**config.mk**
```make
export PLATFORM = sky130hd
export DESIGN_NAME = sample_frame_assembler
export DESIGN_NICKNAME = d
export VERILOG_FILES = /design/src/rtl/sample_frame_assembler.sv
export SDC_FILE = /design/constraint.sdc
export NUM_CORES = 1
export LEC_CHECK = 0
export ABC_AREA = 1
export CELL_PAD_IN_SITES_DETAIL_PLACEMENT = 2
export CELL_PAD_IN_SITES_GLOBAL_PLACEMENT = 2
export CORE_MARGIN = 8
export CORE_UTILIZATION = 30
export CTS_BUF_LIST = sky130_fd_sc_hd__clkbuf_16
export CTS_CLUSTER_SIZE = 14
export DETAILED_ROUTE_END_ITERATION = 6
export PLACE_DENSITY = 0.85
export SETUP_SLACK_MARGIN = 0.5
export SYNTH_ARGS = -nofsm -noshare
export SYNTH_HDL_FRONTEND = slang
export SYNTH_SLANG_ARGS = --single-unit
export TNS_END_PERCENT = 30
```
**constraint.sdc**
```tcl
create_clock -name clkIn -period 9.3 [get_ports clkIn]
set_clock_uncertainty 0.15 [all_clocks]
set_input_delay 2.325 -clock clkIn [delete_from_list [all_inputs] [get_ports clkIn]]
set_output_delay 2.325 -clock clkIn [all_outputs]
set_load 0.005 [all_outputs]
```
**src/rtl/sample_frame_assembler.sv**
```systemverilog
// sample_frame_assembler: packs big-endian SPI bytes into a frame of
// SAMPLES_NUM 16-bit samples. Each packet carries 2*SAMPLES_NUM data bytes
// followed by as many pad bytes. A completed frame is handed to the FIR
// stage with a one-cycle valid pulse, or dropped and counted as an overrun
// if the FIR stage is busy.
module sample_frame_assembler #(
    parameter int SAMPLES_NUM = 8
) (
    input  logic                      clkIn,
    input  logic                      resetIn,
    input  logic                      ssIn,
    input  logic [7:0]                byteIn,
    input  logic                      byteValidIn,
    input  logic                      busyIn,
    input  logic                      clearIn,
    output logic [16*SAMPLES_NUM-1:0] frameOut,
    output logic                      frameValidOut,
    output logic                      overrunOut,
    output logic [7:0]                overrunCountOut
);

    localparam int D  = 2 * SAMPLES_NUM;          // data bytes (= pad bytes) per packet
    localparam int FW = 8 * D;                    // frame width in bits
    localparam int CW = (D > 1) ? $clog2(D) : 1;  // byte counter width

    typedef enum logic {
        S_DATA,
        S_PAD
    } state_t;

    state_t          state_q, state_d;
    logic [CW-1:0]   cnt_q, cnt_d;
    logic [FW-1:0]   shadow_q, shadow_d;
    logic [FW-1:0]   frame_q, frame_d;
    logic            valid_q, valid_d;
    logic            ovf_q, ovf_d;
    logic [7:0]      ovf_cnt_q, ovf_cnt_d;
    logic            last_byte;
    logic            overrun;
    logic [7:0]      ovf_cnt_base;

    // Next-state, byte placement and frame hand-off decisions.
    always_comb begin
        state_d   = state_q;
        cnt_d     = cnt_q;
        shadow_d  = shadow_q;
        frame_d   = frame_q;
        valid_d   = 1'b0;
        overrun   = 1'b0;
        last_byte = (cnt_q == CW'(D - 1));

        if (ssIn) begin
            // Select released: abandon the packet, any strobed byte is dropped.
            state_d  = S_DATA;
            cnt_d    = '0;
            shadow_d = '0;
        end else if (byteValidIn) begin
            case (state_q)
                S_DATA: begin
                    // Byte k lands in the k-th byte lane counted from the MSB.
                    for (int k = 0; k < D; k++) begin
                        if (cnt_q == CW'(k)) begin
                            shadow_d[FW-1-8*k -: 8] = byteIn;
                        end
                    end
                    if (last_byte) begin
                        state_d = S_PAD;
                        cnt_d   = '0;
                        if (busyIn) begin
                            overrun = 1'b1;
                        end else begin
                            // Includes the byte being accepted this cycle.
                            frame_d = shadow_d;
                            valid_d = 1'b1;
                        end
                    end else begin
                        cnt_d = cnt_q + 1'b1;
                    end
                end
                S_PAD: begin
                    if (last_byte) begin
                        state_d = S_DATA;
                        cnt_d   = '0;
                    end else begin
                        cnt_d = cnt_q + 1'b1;
                    end
                end
                default: begin
                    state_d = S_DATA;
                    cnt_d   = '0;
                end
            endcase
        end
    end

    // Overrun status: a clear is applied first so a coincident overrun wins.
    always_comb begin
        ovf_cnt_base = clearIn ? 8'd0 : ovf_cnt_q;
        ovf_d        = clearIn ? 1'b0 : ovf_q;
        ovf_cnt_d    = ovf_cnt_base;
        if (overrun) begin
            ovf_d     = 1'b1;
            ovf_cnt_d = (ovf_cnt_base == 8'hFF) ? 8'hFF : ovf_cnt_base + 8'd1;
        end
    end

    // State register and shared byte counter.
    always_ff @(posedge clkIn or posedge resetIn) begin
        if (resetIn) begin
            state_q <= S_DATA;
            cnt_q   <= '0;
        end else begin
            state_q <= state_d;
            cnt_q   <= cnt_d;
        end
    end

    // Shadow register, published frame and its valid pulse.
    always_ff @(posedge clkIn or posedge resetIn) begin
        if (resetIn) begin
            shadow_q <= '0;
            frame_q  <= '0;
            valid_q  <= 1'b0;
        end else begin
            shadow_q <= shadow_d;
            frame_q  <= frame_d;
            valid_q  <= valid_d;
        end
    end

    // Sticky overrun flag and saturating drop counter.
    always_ff @(posedge clkIn or posedge resetIn) begin
        if (resetIn) begin
            ovf_q     <= 1'b0;
            ovf_cnt_q <= 8'd0;
        end else begin
            ovf_q     <= ovf_d;
            ovf_cnt_q <= ovf_cnt_d;
        end
    end

    assign frameOut        = frame_q;
    assign frameValidOut   = valid_q;
    assign overrunOut      = ovf_q;
    assign overrunCountOut = ovf_cnt_q;

endmodule

```
==> summary.md <==
| Metric | Value |
|---|---|
| Status | finished clean |
| Crit Reg-Reg Startpoint | cnt_q[0]$_DFFE_PP0P_ |
| Data arrival, critical path | 4560 ps |
| Crit path time final | 4289 ps |
| Die Ht | 213.1 um |
| PostCTS Resize Cnt | 0 |
| Worst-margin pin slew | 1160 ps |
| Ant. Diodes | 0 |
| Max H-tree Level | 1 |
| Residual DRC | 0 |
| Pleak | 6.833 nW |
| Core Rows | 72 |
| Share of cells above drive strength 1 | 4.354% |
| Nets | 1491 |
| Synthesized area | 0.01166 sq mm |
| CTS buffer count | 30 |
| Unique cell type count in the Yosys netlist | 19 |
| Final Util | 38.06% |
| Cell count after synthesis | 1359 |
| Busiest grt layer | met2 |
| Total wire length | 39180 um |
| Flop pwr share | 45.8% |
| DRT iter0 DRCs | 403 |
| Postcts setup bufs | 0 |
| Die Area | 0.04542 sq mm |
| Die Wd | 213.1 um |
| Number of synthesized register bits | 271 |
| Per-cell routed wire length | 19.48 um |
| Clk Latency, worst-skew pair | 550 ps |
| Most common cell after layout, fill and taps aside | dfrtp_1 |
| Min-delay src | overrunOut$_DFFE_PP0P_ |
| Max Slew Vio Count | 0 |
| Vias in the first global route | 11360 |
| Met2 Use GR | 30.49% |
| Global-route wire length before repair | 63230 um |
| Initial Utilization | 30.30% |
| Worst relative slew slack | 22.45% |
| Final setup violation count | 0 |
| Critical path class | primary input to flip-flop |
| Total GRT Usage | 17.30% |
| HPWL Detailed | 24160 um |
| Antenna-violating nets left | 0 |
| Gpl congestion | 0.7229 |
| Post-synth EDFFs | 0 |
| Comb pwr share | 4.7% |
| Switching Fraction | 22.98% |
| Worst EP required | 9580 ps |
| Primary FF master, synth | dfrtp_1 |
| Worst slack at placement | 4417 ps |
| WHS | 356.5 ps |
| HP Class | flip-flop to flip-flop |
| Routed via count | 9904 |
| CTS tree | built |
| Antenna violations before repair | 1 |
| Worst-path maximum fanout | 57 |
| Crit. End Element | flip-flop |
| Syn Nets | 1377 |
| DR vias/cell | 4.925 |
| Clk network pwr share | 49.5% |
| Async set-reset flop share out of synthesis | 100.0% |
| Post-synthesis sequential area ratio | 58.18% |
| Total power | 2.601 mW |
| Final setup margin | 5011 ps |
| Final setup TNS | 0 ps |
| Switching Power | 0.5977 mW |
| GR Overflow Total | 0 |
| Worst Setup SP | ssIn |
| YS warnings | 0 |
| Met3 usage | 3.097% |
| Unrepaired setup endpoints after global routing | no |
| Core Area | 0.03847 sq mm |
| IO Count | 152 |
| Startpoint Class | primary input |
| Clock Tree Buf Depth | 3 |
| Max VDD drop | 0.1334 mV |
| Top post-synthesis cells by area | dfrtp_1 (58%), o21ai_0 (8.5%), nand2_1 (7.3%), inv_1 (6.8%), a21oi_1 (5.2%) |
| Syn Area/Cell | 8.577 sq um |
| Hold Buf Count CTS | 0 |
| DR pass1 iterations | 4 |
| Layout area overhead | 25.60% |
| Pin count of the biggest net entering global routing | 187 |
| Most frequent cells in the layout | dfrtp_1 (271), nand2_1 (228), inv_1 (213) |
| Final number of hold-violating endpoints | 0 |
| Fmax | 0.2332 GHz |
| Port Buffers | 151 |
| Final Cycle Share | 46.11% |
| Max-cap violations | 0 |
| Top cell type's share of synthesized area | 58.18% |
| GR Util met1 | 21.62% |
| Clk slew on worst S/H paths | 60 ps |
| Power Internal | 2.003 mW |
| Root buffer cell | clkbuf_16 |
| Cell Pwr Density | 177.7 mW/mm^2 |
| Post-synth top area cell | dfrtp_1 |
| CTS Sinks | 271 |
[path summary, 6_finish.rpt]
kind	slack, ps	cells past startpoint	to
max in group asynchronous	5200	4	shadow_q[85]$_DFFE_PP0P_
hold / removal	360	2	overrunOut$_DFFE_PP0P_
hold reg to reg	360	2	overrunOut$_DFFE_PP0P_
setup reg to reg	6780	6	frameOut[66]$_DFFE_PP0P_
setup / recovery	5010	8	overrunCountOut[3]$_DFF_PP0_
min in group asynchronous	2190	3	frameOut[11]$_DFFE_PP0P_
[kinds of logic (layout without fill, tap and decap cells)]
kind of cell | after synthesis | in the layout | synth area share (%)
fa+ha+maj | 4 | 4 | 0.4294
xor+xnor | 4 | 4 | 0.3005
simple gates | 392 | 392 | 13.17
buf+inv | 293 | 427 | 10.12
flops | 271 | 271 | 58.18
compound gates | 395 | 395 | 17.80
[worst max-delay path: stages]
cell and delay, ps:
clkdlybuf4s50_1 430, inv_1 210, nand2_1 160, nor2_4 100, buf_4 570, nand3_1 410
o21bai_1 240, nand3_1 100
[per-stage QoR]
stage,cells,cell area (sq um)
after floorplan,1359,11660
after global placement,1959,13590
after detailed placement,1959,13590
after CTS,2011,14640
after global routing,2011,14640
final,2011,14640
[power groups by stage]
stage	clock [mW]	combinational (mW)	sequential, mW
2_1_floorplan	0	0.0713	1.21
4_1_cts	1.32	0.126	1.19
6_report	1.29	0.123	1.19
3_3_place_gp	0	0.120	1.21
5_1_grt	1.36	0.137	1.19
3_5_place_dp	0	0.125	1.21
[flip-flops by register name, indices dropped and copies added (netlist names)]
| signal | flops |
|---|---|
| frameOut | 128 |
| shadow_q | 128 |
| overrunCountOut | 8 |
| cnt_q | 4 |
| frameValidOut | 1 |
| overrunOut | 1 |
| state_q | 1 |
[cell usage after synthesis (3+ instances only)]
cell      count
a21oi_1     121
buf_1         3
buf_2        34
buf_4        10
clkbuf_1     35
dfrtp_1     271
ha_1          4
inv_1       211
nand2_1     228
nand3_1      24
nor2_1      136
o21ai_0     198
o22ai_1      74
xor2_1        4
[per-layer routing]
metal / part of all wire [%] / up-vias
met2: 50 / 166
met5: 0.033 / -
met1: 43 / 5106
met4: 2.3 / 2
li1: - / 4565
met3: 4.6 / 65
[layout make-up]
type | instances | area [sq um]
fill | 4278 | 23830
sequential | 271 | 6782
multi-input combinational | 795 | 3726
timing repair buffer | 164 | 1634
inverter | 211 | 795.8
clock buffer | 31 | 775.7
tap | 518 | 648.1
clock inverter | 21 | 279.0
No activity file was read; power rests on OpenSTA's default activity.
